[src/rtl/cpu_ctrl_pkg.sv]
// Shared definitions for the branch sequencer: FSM states, branch function
// codes, instruction field positions and the offset sign-extension helper.
package cpu_ctrl_pkg;

    typedef enum logic [1:0] {
        ST_FETCH  = 2'd0,
        ST_DECODE = 2'd1,
        ST_EXEC   = 2'd2,
        ST_HALT   = 2'd3
    } state_t;

    localparam logic [5:0] BR_OPC_DEFAULT = 6'b000001;

    localparam logic [5:0] BR_U    = 6'b000100;
    localparam logic [5:0] BR_NEG  = 6'b000101;
    localparam logic [5:0] BR_POS  = 6'b000110;
    localparam logic [5:0] BR_Z    = 6'b000111;
    localparam logic [5:0] BR_HALT = 6'b111111;

    localparam int OPC_MSB  = 31;
    localparam int OPC_LSB  = 26;
    localparam int RS_MSB   = 25;
    localparam int RS_LSB   = 21;
    localparam int OFF_MSB  = 20;
    localparam int OFF_LSB  = 6;
    localparam int FUNC_MSB = 5;
    localparam int FUNC_LSB = 0;

    localparam int OFF_W = OFF_MSB - OFF_LSB + 1;

    // PC-relative offsets are 15-bit two's complement words.
    function automatic logic [31:0] sext_offset(input logic [31:0] instr);
        logic [OFF_W-1:0] off;
        off = instr[OFF_MSB:OFF_LSB];
        return {{(32-OFF_W){off[OFF_W-1]}}, off};
    endfunction

endpackage

[src/rtl/branch_cond_eval.sv]
// Combinational branch resolution: condition on the rs value, target
// selection and classification of halt / unknown function codes.
module branch_cond_eval
    import cpu_ctrl_pkg::*;
(
    input  logic [5:0]  func,
    input  logic [31:0] rf_rdata,
    input  logic [31:0] pc,
    input  logic [31:0] offset,
    output logic        taken,
    output logic        illegal,
    output logic        halt,
    output logic [31:0] next_pc
);

    logic rs_neg;
    logic rs_zero;

    assign rs_neg  = rf_rdata[31];
    assign rs_zero = (rf_rdata == 32'd0);

    always_comb begin
        taken   = 1'b0;
        illegal = 1'b0;
        halt    = 1'b0;
        case (func)
            BR_U:    taken = 1'b1;
            BR_NEG:  taken = rs_neg;
            BR_POS:  taken = !rs_neg && !rs_zero;
            BR_Z:    taken = rs_zero;
            BR_HALT: halt  = 1'b1;
            default: illegal = 1'b1;
        endcase
    end

    // Halt keeps the PC pointing at the halt instruction itself.
    always_comb begin
        if (halt)
            next_pc = pc;
        else if (taken)
            next_pc = pc + offset;
        else
            next_pc = pc + 32'd1;
    end

endmodule

[src/rtl/branch_sequencer.sv]
// Handshaked fetch/decode/branch controller owning the program counter.
// Optional taken-branch counter enabled by defining BRANCH_PERF_EN.
module branch_sequencer
    import cpu_ctrl_pkg::*;
#(
    parameter logic [5:0]  BR_OPC   = BR_OPC_DEFAULT,
    parameter logic [31:0] RESET_PC = 32'd0
) (
    input  logic        clk,
    input  logic        rst,
    output logic        imem_req,
    output logic [31:0] imem_addr,
    input  logic        imem_ack,
    input  logic [31:0] imem_rdata,
    output logic [4:0]  rf_raddr,
    input  logic [31:0] rf_rdata,
    output logic        exec_start,
    input  logic        exec_done,
    output logic [31:0] ir,
    output logic [31:0] pc,
    output logic        halted,
    output logic        illegal
`ifdef BRANCH_PERF_EN
    ,
    output logic [31:0] taken_count
`endif
);

    state_t      state;
    logic        is_branch;
    logic        br_taken;
    logic        br_illegal;
    logic        br_halt;
    logic [31:0] br_next_pc;
    logic [31:0] br_offset;

    assign is_branch = (ir[OPC_MSB:OPC_LSB] == BR_OPC);
    assign br_offset = sext_offset(ir);

    branch_cond_eval u_cond (
        .func     (ir[FUNC_MSB:FUNC_LSB]),
        .rf_rdata (rf_rdata),
        .pc       (pc),
        .offset   (br_offset),
        .taken    (br_taken),
        .illegal  (br_illegal),
        .halt     (br_halt),
        .next_pc  (br_next_pc)
    );

    // Handshake strobes decode the state but are forced low while reset is held.
    assign imem_req   = (state == ST_FETCH) && !rst;
    assign exec_start = (state == ST_DECODE) && !is_branch && !rst;
    assign illegal    = (state == ST_DECODE) && is_branch && br_illegal && !rst;

    assign imem_addr = pc;
    assign rf_raddr  = ir[RS_MSB:RS_LSB];

    always_ff @(posedge clk or posedge rst) begin
        if (rst) begin
            state  <= ST_FETCH;
            pc     <= RESET_PC;
            ir     <= 32'd0;
            halted <= 1'b0;
        end else begin
            case (state)
                ST_FETCH: begin
                    if (imem_ack) begin
                        ir    <= imem_rdata;
                        state <= ST_DECODE;
                    end
                end
                ST_DECODE: begin
                    if (is_branch) begin
                        pc <= br_next_pc;
                        if (br_halt) begin
                            state  <= ST_HALT;
                            halted <= 1'b1;
                        end else begin
                            state <= ST_FETCH;
                        end
                    end else begin
                        state <= ST_EXEC;
                    end
                end
                ST_EXEC: begin
                    if (exec_done) begin
                        pc    <= pc + 32'd1;
                        state <= ST_FETCH;
                    end
                end
                ST_HALT: begin
                    state <= ST_HALT;
                end
                default: begin
                    state <= ST_FETCH;
                end
            endcase
        end
    end

`ifdef BRANCH_PERF_EN
    always_ff @(posedge clk or posedge rst) begin
        if (rst)
            taken_count <= 32'd0;
        else if (state == ST_DECODE && is_branch && br_taken)
            taken_count <= taken_count + 32'd1;
    end
`else
    // Taken status only feeds the optional counter; sink it here otherwise.
    logic unused_taken;
    assign unused_taken = br_taken;
`endif

endmodule

[config.mk]
export PLATFORM = sky130hd
export DESIGN_NAME = branch_sequencer
export DESIGN_NICKNAME = d
export VERILOG_FILES = /design/src/rtl/cpu_ctrl_pkg.sv /design/src/rtl/branch_cond_eval.sv /design/src/rtl/branch_sequencer.sv
export SDC_FILE = /design/constraint.sdc
export NUM_CORES = 1
export LEC_CHECK = 0
export ABC_AREA = 1
export ABC_CLOCK_PERIOD_IN_PS = 6100
export BUFFER_PORTS_ARGS = -buffer_cell sky130_fd_sc_hd__buf_2
export CAP_MARGIN = 10
export CELL_PAD_IN_SITES_DETAIL_PLACEMENT = 0
export CELL_PAD_IN_SITES_GLOBAL_PLACEMENT = 1
export CORE_MARGIN = 2
export CORE_UTILIZATION = 40
export CTS_CLUSTER_SIZE = 40
export DETAILED_ROUTE_END_ITERATION = 16
export PLACE_DENSITY_LB_ADDON = 0.1
export SETUP_SLACK_MARGIN = 0.05
export SKIP_CTS_REPAIR_TIMING = 1
export SLEW_MARGIN = 10
export SYNTH_ARGS = -nofsm -noshare
export SYNTH_HDL_FRONTEND = slang
export SYNTH_SLANG_ARGS = --single-unit
export TNS_END_PERCENT = 50
[constraint.sdc]
create_clock -name clk -period 6.1 [get_ports clk]
set_clock_uncertainty 0.15 [all_clocks]
set_input_delay 0.61 -clock clk [delete_from_list [all_inputs] [get_ports clk]]
set_output_delay 0.61 -clock clk [all_outputs]
set_load 0.1 [all_outputs]
==> Yosys cells after proc, flatten, opt, wreduce, memory -nomap -nowiden <==
Index checks and enable logic that the tools add are counted.
{ "op_classes": {"reduce_logical": 19, "n_eq_ne": 13, "n_addsub": 2, "n_mux": 13} }
{ "op_table": {"columns": ["op", "count"], "rows": [
  ["32-bit two-way mux", 4],
  ["32-bit case mux with 2 select lines", 1],
  ["32-bit by 1-bit adder with 32-bit output (second input constant)", 1],
  ["32-bit adder", 1],
  ["32-bit zero test", 1],
  ["6-bit by 3-bit equality test with 1-bit output (second input constant)", 4],
  ["2-bit two-way mux", 4],
  ["2-bit inequality test (second input constant)", 4],
  ["2-bit case mux with 4 select lines", 1],
  ["1-bit logical AND", 7],
  ["6-bit by 1-bit equality test with 1-bit output (second input constant)", 1],
  ["6-bit equality test (second input constant)", 1],
  ["5-bit OR reduction", 1],
  ["2-bit equality test (second input constant)", 2],
  ["1-bit zero test", 4],
  ["1-bit case mux with 4 select lines", 1],
  ["2-bit AND reduction", 2],
  ["4-bit AND reduction", 1],
  ["3-bit AND reduction", 1],
  ["2-bit by 1-bit equality test with 1-bit output (second input constant)", 1],
  ["2-bit zero test", 1],
  ["1-bit two-way mux", 2],
  ["2-bit nonzero test", 1]
]} }
{ "word_totals": {"word_cells": 51, "in_bits": 68, "ff_bits": 67, "out_inout_bits": 105} }

==> Depth between registers and ports, before layout <==
Gate-level depths: netlist of run 1.
{ "logic_depth": {"depth_word": 8, "ltp_mapped": 14, "mapped_depth_nobuf": 14} }

==> Hierarchy <==
A second synthesis of run 1 with hierarchy kept.
{ "unflattened": {"cells_unflattened": 1138, "area_unflattened_um2": 6955.4} }
{ "by_module_without_submodules": {"columns": ["mod", "n_inst", "seq_area_each_um2", "cells_per_inst", "area_per_inst_um2"], "rows": [
  ["branch_sequencer", 1, 1676.6, 561, 4125.2],
  ["branch_cond_eval", 1, 0.0, 577, 2830.2]
]} }

==> Worst setup path before layout of run 1 <==
Ideal clock, no wire load.
{ "synth_path": {"path_type": "register to output", "start": "reg ir[26]", "end": "out illegal", "stages_incl_launch_ff": 5, "n_path_buf": 0, "setup_slack_ns": 1.015, "t_arrival_ns": 4.325, "t_required_ns": 5.340, "path_cell_list": "dfrtp_1 inv_1 nor4_1 nand4_1 nor4_1"} }
{ "synth_between": {"elab_chain_cells": 4} }
{ "synth_rtl": {"columns": ["item", "line_no", "source"], "rows": [
  ["from (decl)", "branch_sequencer.sv:19", "output logic [31:0] ir,"],
  ["from (signal assigned)", "branch_sequencer.sv:69", "ir <= imem_rdata;"],
  ["6-bit by 1-bit equality test with 1-bit output", "branch_sequencer.sv:37", "assign is_branch = (ir[OPC_MSB:OPC_LSB] == BR_OPC);"],
  ["1-bit logical AND (3 in a row)", "branch_sequencer.sv:54", "assign illegal = (state == ST_DECODE) && is_branch && br_illegal && !rst;"],
  ["to (decl)", "branch_sequencer.sv:22", "output logic illegal"]
]} }
Every way passes these cells.

==> Worst setup path in the final report of run 1 <==
{ "layout_path": {"start": "reg pc[0], in the netlist imem_addr[0]", "end": "reg pc[12], in the netlist imem_addr[12]"} }
{ "layout_between": {"elab_chain_cells": 5, "word_cells_on_any_way": 7, "classes_between": "add/sub: 2; mux: 5"} }
{ "layout_rtl": {"columns": ["item", "line_no", "source"], "rows": [
  ["from (decl)", "branch_sequencer.sv:20", "output logic [31:0] pc,"],
  ["from (signal assigned)", "branch_sequencer.sv:75", "pc <= br_next_pc;"],
  ["from (signal assigned)", "branch_sequencer.sv:88", "pc <= pc + 32'd1;"],
  ["32-bit by 1-bit adder with 32-bit output or 32-bit adder (tied branches)", "branch_cond_eval.sv:43, branch_sequencer.sv:88, branch_cond_eval.sv:41", null],
  ["32-bit two-way mux", "branch_cond_eval.sv:40", "else if (taken)"],
  ["32-bit two-way mux", "branch_cond_eval.sv:38", "if (halt)"],
  ["32-bit two-way mux", "branch_sequencer.sv:74", "if (is_branch) begin"],
  ["32-bit case mux with 2 select lines (*)", "branch_sequencer.sv:66", "case (state)"]
]} }
Mark *: on every way between the ends. The rest lies on a longest branch, timed or not. The select of a mux whose other input is x is not followed.
A chain may end at the register's enable or synchronous reset.

==> flow_summary.toml, run 1 <==
[sta]
finalHoldViolCount = 0
max_clock_freq_ghz = 0.336
slew_headroom_pct = 46.9
setup_violations = 0
slew_viol_final = 0
period_minus_slack_ps = 2970
rsz0062_at_grt = "false"
timing.hold.ws_ps = 84.8
worst_slew_pin_slew_ps = 797
fin_crit_sh_pct = 48.7
final.setup.tns_ps = 0

[routing]
vias = 7028
top_layer = "met4"
avgViaCountPerCell = 4.81
antenna_left = 0
wl_met1_um = 10200
wl_per_cell_um = 14.7
drcViolationCount = 0
first_pass_iters = 5
met2_length_um = 9640
drt-initial-drc-count = 407
wirelength_um = 21400
route.met3.wl_um = 1140

[critical_path]
startpoint_type = "flip-flop"
arrival_ps = 3050
critical-path-max-stage-delay_ps = 520
r2r_slack_ps = 3130
critPathMostFrequentCell = "nand3_1"
reg2reg_depth = 10
cp.required_ps = 6170
cp_cell_sequence = "ha_1 -> fa_1 -> nand3_1 -> nand3_1 -> nand3_1 -> nand3_1 -> xnor2_1 -> nand3_1 -> nand3_1 -> o21ai_1"
timing.rr.end = "imem_addr[12]"
crit_buf_inv = 0
end_kind = "flip-flop"
critPathTopFamily = "simple AND/OR/NAND/NOR gates"
reg2reg_from = "imem_addr[0]"
crit_fanout = 7
critPathSlowestCell = "fa_1"
worstSetupPathType = "reg2reg"

[clock_network]
ctsRootBufferMaster = "clkbuf_16"
htreeDepth = 3
cts-buffers-inserted = 9
clk_latency_ps = 350
clk_pin_slew_ps = 70
ctsLongestPathBuffers = 2
cts_tree = "built"
cts_sinks = 67

[placed_design]
dp_hpwl_um = 16900
io_buffers = 172
placed_area_um2 = 7550
place_congestion = 0.882
numPlacedInstances = 1446

[synthesis]
synth_nets = 1205
yosys.area.top_type = "dfrtp_1"
ys.flop_type = "dfrtp_1"
netlist_top_cells_area = "dfrtp_1 (25%), nand2_1 (23%), inv_1 (9.4%)"
ys_types = 35
postSynth.asyncResetShare_pct = 100
yosys_register_bits = 67
seq_area_frac_synth_pct = 24.8
netlist.area_leader.share_pct = 24.8
netlist_area_um2 = 6770
synth_area_per_cell_um2 = 6.13
synth_warnings = 0
syn_inst = 1104
synth_edf_count = 0

[global_routing]
grt.total_usage_pct = 24.6
antenna_found_initial = 0
overflow = 0
grt_pass1_vias = 6521
grt_pass1_wl_um = 34300
grt_max_degree = 55

[floorplanning]
die-area_um2 = 18000
io_pins = 173
coreArea_um2 = 16600
die_h_um = 134
initial_core_util_pct = 40.8
fp.dieW_um = 134
row_count = 47

[layout]
layout-drive-gt1-share_pct = 18.7
diodes = 0
nFillCells = 1869
layoutNonFillerInstCount = 1462
layout_commonest_cell = "nand2_1"
area_growth_syn_to_layout_pct = 15.6
final_area_um2 = 7820
layout_common_cells = "nand2_1 (417), buf_2 (172), inv_1 (168)"
fin_nets = 1338

[run]
maxCapViolCount = 0

[min_path]
min_path_type = "in2async"

[run_status]
outcome = "complete, no violations"
## routing by layer
metal	vias up	track usage [%]
met5	-	0
met2	201	39.4
li1	3671	-
met4	0	8.25
met1	3129	34.0
met3	27	3.89
## worst max-delay path by stage
| stage | startpoint | end | slack, ps | cells after the start |
|---|---|---|---|---|
| floorplan | ir[26] | illegal | 1010 | 4 |
| global placement | rf_rdata[1] | imem_addr[0] | 2960 | 13 |
| detailed placement | rf_rdata[1] | imem_addr[0] | 2900 | 13 |
| CTS | imem_addr[0] | imem_addr[12] | 3160 | 10 |
| global route | imem_addr[0] | imem_addr[12] | 2960 | 10 |
| finish | imem_addr[0] | imem_addr[12] | 3130 | 10 |
## metrics by stage
stage	setup WS [ps]	utilization, %
3_5_place_dp	2900	45.5
5_1_grt	2960	47.2
3_3_place_gp	2960	45.5
6_report	3130	47.2
2_1_floorplan	1010	-
4_1_cts	3160	47.2
## kinds of logic after synthesis
logic type,Yosys count,synth area share [%]
and+or+nand+nor,672,41.5
buffers and inverters,225,15.2
DFF,67,24.8
AOI/OAI and AO/OA,48,3.71
xor gates and xnor gates,33,4.27
adders and majority gates,33,6.21
muxes,26,4.32
## worst register-to-register path: stages (launching register included)
cell	delay [ps]
dfrtp_1	490
ha_1	350
fa_1	520
nand3_1	130
nand3_1	200
nand3_1	140
nand3_1	200
xnor2_1	310
nand3_1	180
nand3_1	110
o21ai_1	60
## synthesized netlist by cell type (2+ instances only)
cell / number
xnor2_1: 15
nor3_1: 26
nand3_1: 97
o21ai_1: 13
buf_6: 4
mux2_2: 26
xor2_1: 18
nor2_2: 4
inv_1: 169
nand3_2: 2
nor4_1: 2
dfrtp_1: 67
a21oi_1: 28
nand2_1: 417
buf_2: 8
nor2_1: 97
nand4_1: 7
nand3b_1: 14
inv_2: 2
inv_4: 2
buf_4: 37
clkbuf_1: 3
o21ai_0: 3
ha_1: 32
## final cells by class
| class | count | area, um^2 | area share (%) |
|---|---|---|---|
| clock buffer | 9 | 225 | 2.88 |
| clock inverter | 7 | 51.3 | 0.656 |
| inverter | 173 | 654 | 8.36 |
| multi-input combinational | 812 | 4070 | 52.0 |
| sequential | 67 | 1680 | 21.4 |
| tap | 220 | 275 | 3.52 |
| timing repair buffer | 174 | 876 | 11.2 |
## sequential cells by signal, indices dropped and copies added, names as in the netlist
| register | cells |
|---|---|
| halted | 1 |
| imem_addr | 32 |
| state | 2 |
| ir | 32 |
Power of run 1 is left out: the tool's default activity adds up to more than one toggle a clock period on the data nets, which glitch-free logic cannot reach.
==> run 2, diff against run 1 <==
Settings changed: ABC_CLOCK_PERIOD_IN_PS 6100 to 2800, CORE_UTILIZATION 40 to 37.
Clock period 6.1 ns to 2.8 ns, I/O delays scaled along.
==> flow_summary.toml, run 2 (synthesis results as in run 1) <==
[sta]
max_clock_freq_ghz = 0.394
slew_headroom_pct = 41.2
setup_violations = 0
slew_viol_final = 0
rsz0062_at_grt = "true"
period_minus_slack_ps = 2540
finalHoldViolCount = 0
fin_crit_sh_pct = 90.6
worst_slew_pin_slew_ps = 879

[run_status]
outcome = "complete, no violations"

[clock_network]
clk_latency_ps = 360
cts_tree = "built"
ctsLongestPathBuffers = 2
clk_pin_slew_ps = 70
cts_sinks = 67
ctsRootBufferMaster = "clkbuf_16"
cts-buffers-inserted = 9
htreeDepth = 3

[layout]
diodes = 0
fin_nets = 1367
layout-drive-gt1-share_pct = 20.8
layout_commonest_cell = "nand2_1"
final_area_um2 = 8180
layout_common_cells = "nand2_1 (416), buf_2 (172), inv_1 (168)"
nFillCells = 1997
area_growth_syn_to_layout_pct = 20.8

[critical_path]
crit_fanout = 4
worstSetupPathType = "reg2reg"
startpoint_type = "flip-flop"
cp.required_ps = 2900
timing.rr.end = "imem_addr[20]"
end_kind = "flip-flop"
arrival_ps = 2630
r2r_slack_ps = 260
reg2reg_depth = 12
reg2reg_from = "ir[6]"

[run]
maxCapViolCount = 0

[placed_design]
placed_area_um2 = 7810
io_buffers = 172
place_congestion = 0.933
dp_hpwl_um = 18900

[floorplanning]
row_count = 49
die-area_um2 = 19400
fp.dieW_um = 139
die_h_um = 139
initial_core_util_pct = 37.7
io_pins = 173
coreArea_um2 = 18000

[routing]
drt-initial-drc-count = 419
drcViolationCount = 0
first_pass_iters = 5
wl_per_cell_um = 15.9
antenna_left = 0
avgViaCountPerCell = 4.82
wirelength_um = 23800
vias = 7236

[min_path]
holdPathEnd = "ir[24]"
min_path_type = "in2reg"
hold_depth = 2
hp-start = "imem_rdata[24]"

[global_routing]
grt_max_degree = 52
overflow = 0
grt_pass1_vias = 6711
grt_pass1_wl_um = 37200
grt.total_usage_pct = 24.7
antenna_found_initial = 0
run 2: cell count changes in the layout (fill, tap and decap cells not counted), moves of 2 or more:
cell,change
buf_4,+26
bufinv_16,+3
buf_12,+2
clkinv_2,-2
inv_6,-2
run 2: layer usage:
| layer | part of all wire (%) | GRT usage (%) | wire length, um |
|---|---|---|---|
| met1 | 48 | 34.6 | 11400 |
| met2 | 44 | 38.9 | 10400 |
| met3 | 5.9 | 4.13 | 1420 |
| met4 | 2.6 | 7.71 | 626 |
| met5 | 0 | 0 | 0 |
run 2: per-stage QoR:
| stage | hold WS (ps) | instances | setup slack, ps | TNS [ps] | util (%) |
|---|---|---|---|---|---|
| global route | 1.46 | 1500 | 45.3 | 0 | 45.5 |
| CTS | -195 | 1499 | 30.9 | 0 | 45.4 |
| finish | 5.97 | 1500 | 264 | 0 | 45.5 |
| global placement | 184 | 1483 | 22.3 | 0 | 43.5 |
| floorplan | 278 | 1104 | -182 | -182 | - |
| detailed placement | 182 | 1483 | 36.1 | 0 | 43.5 |
run 2: cell type report:
cell class	instances	area [um^2]	area share, %
clock buffer	10	229	2.80
clock inverter	6	114	1.39
inverter	173	654	8.00
multi-input combinational	812	4090	50.1
sequential	67	1680	20.5
tap	229	287	3.50
timing repair buffer	203	1120	13.7
run 2: worst max path at each step:
stage                       from  slack (ps)       endpoint
after global routing      ir[20]          50  imem_addr[25]
after global placement    ir[20]          20  imem_addr[31]
after detailed placement  ir[20]          40  imem_addr[31]
after floorplan           ir[26]        -180        illegal
after CTS                 ir[20]          30  imem_addr[31]
final                      ir[6]         260  imem_addr[20]
run 2: worst max-delay path: stages, from the launching register on:
cell and delay (ps):
dfrtp_1 400, ha_1 270, fa_1 500, nand3_1 120
nand3_1 160, nand3_1 120, nand3_1 180, nand2_1 170
nand3b_1 90, nand2_1 70, nand2_1 50, nand3_1 100
nand2_1 60
Power of run 2 is left out for the same reason.
==> run 3, diff against run 2 <==
--- a/config.mk
+++ b/config.mk
@@ -14,4 +14,5 @@
 export CORE_MARGIN = 2
 export CORE_UTILIZATION = 37
+export CTS_BUF_LIST = sky130_fd_sc_hd__clkbuf_16
 export CTS_CLUSTER_SIZE = 40
 export DETAILED_ROUTE_END_ITERATION = 16
--- a/constraint.sdc
+++ b/constraint.sdc
@@ -3,3 +3,3 @@
 set_input_delay 0.28 -clock clk [delete_from_list [all_inputs] [get_ports clk]]
 set_output_delay 0.28 -clock clk [all_outputs]
-set_load 0.1 [all_outputs]
+set_load 0.02 [all_outputs]
==> flow_summary.toml, run 3 (synthesis results as in run 1) <==
[critical_path]
cp_cell_sequence = "buf_4 -> ha_1 -> nand2_1 -> nor2_1 -> inv_1 -> nor3_2 -> nand3_1 -> nand2_1 -> nand2_1 -> nand3_1 -> nand2_1 -> nand2_1 -> nand2_1"
critPathMostFrequentCell = "nand2_1"
crit_fanout = 13
startpoint_type = "flip-flop"
arrival_ps = 2650
worstSetupPathType = "reg2reg"
cp.required_ps = 2900
critical-path-max-stage-delay_ps = 420
end_kind = "flip-flop"
critPathSlowestCell = "ha_1"

[placed_design]
placed_area_um2 = 7830
post-place-ws_ps = 105
dp_hpwl_um = 19000
place_congestion = 0.886
io_buffers = 172

[clock_network]
cts_tree = "built"
ctsRootBufferMaster = "clkbuf_16"
clk_pin_slew_ps = 60
htreeDepth = 3
cts_sinks = 67
cts-buffers-inserted = 9
ctsLongestPathBuffers = 2
clk_latency_ps = 350

[sta]
period_minus_slack_ps = 2550
slew_viol_final = 0
timing.hold.ws_ps = 7.19
slew_headroom_pct = 66.5
final.setup.tns_ps = 0
max_clock_freq_ghz = 0.393
fin_crit_sh_pct = 91.0
rsz0062_at_grt = "false"
setup_violations = 0
setup_ws_ps = 253
finalHoldViolCount = 0
worst_slew_pin_slew_ps = 502

[global_routing]
grt.total_usage_pct = 23.9
grt_pass1_wl_um = 36400
overflow = 0
antenna_found_initial = 0
grt_pass1_vias = 6720
grt_max_degree = 39

[routing]
avgViaCountPerCell = 4.83
antenna_left = 0
first_pass_iters = 5
vias = 7269
wl_per_cell_um = 15.6
wirelength_um = 23500
drt-initial-drc-count = 410
drcViolationCount = 0

[floorplanning]
row_count = 49
fp.dieW_um = 139
coreArea_um2 = 18000
initial_core_util_pct = 37.7
io_pins = 173
die-area_um2 = 19400
die_h_um = 139

[run_status]
outcome = "complete, no violations"

[pwr]
powerDensity_nw_per_um2 = 1100
power_frac_clock_pct = 15.1
fin_total_pwr_mw = 8.98
p_leak_nw = 4.75
ir_drop_v = 0.000574
power.share.sequential_pct = 19.1
p_switching_mw = 4.70
p_int_mw = 4.28
comb_power_share_pct = 65.8
swShare_pct = 52.3

[layout]
area_growth_syn_to_layout_pct = 21.0
fin_nets = 1372
layout_commonest_cell = "nand2_1"
ff_latch_area_um2 = 1680
diodes = 0
final_area_um2 = 8190
nFillCells = 2005
layout-drive-gt1-share_pct = 20.9
multiInputGateArea_um2 = 4080
layout_common_cells = "nand2_1 (417), buf_2 (172), inv_1 (168)"

[run]
maxCapViolCount = 0

[min_path]
min_path_type = "in2reg"
-- run 3: cell type report --
cell class              count  area share [%]
clock buffers               9            2.75
clock inverters             7            1.42
inverters                 173            7.99
multi-input cells         812            49.7
flip-flops and latches     67            20.5
well taps                 229            3.50
repair buffers            208            14.1
-- run 3: power by group through the flow --
stage | Sequential, mW | Combinational [mW] | Clock (mW)
after floorplan | 2.19 | 3.75 | 0
after global placement | 1.73 | 5.90 | 0
after detailed placement | 1.73 | 5.88 | 0
after CTS | 1.72 | 5.91 | 1.37
after global routing | 1.78 | 6.57 | 1.42
final | 1.72 | 5.91 | 1.36
-- run 3: worst max-delay path: cells and delay by family (launching register included) --
| kind | cells | cell delay (ps) |
|---|---|---|
| and+or+nand+nor | 10 | 1220 |
| adders and majority gates | 1 | 420 |
| DFF | 1 | 380 |
| buffers and inverters | 2 | 280 |
-- run 3: path summary, 6_finish.rpt --
check	startpoint	to	slack (ps)	cells after the start
min in group asynchronous	rst	ir[27]	410	3
setup reg to reg	ir[20]	imem_addr[25]	250	13
hold / removal	imem_rdata[17]	ir[17]	7	2
max in group asynchronous	rst	ir[20]	1490	4
hold reg to reg	halted	halted	330	1
setup / recovery	ir[20]	imem_addr[25]	250	13
-- run 3: routing by layer --
metal	global-route usage, %	wire length, um	vias to the layer above
li1	-	-	3735
met2	39.1	10800	197
met4	7.50	506	0
met3	2.68	1080	25
met5	0	0	-
met1	33.2	11100	3312
-- run 3: through the flow --
step / cells / util, %
after global routing: 1505 / 45.6
after CTS: 1504 / 45.5
after floorplan: 1104 / -
after detailed placement: 1488 / 43.6
after global placement: 1488 / 43.6
final: 1505 / 45.6
Note: power is estimated with default switching activity, not from simulation.
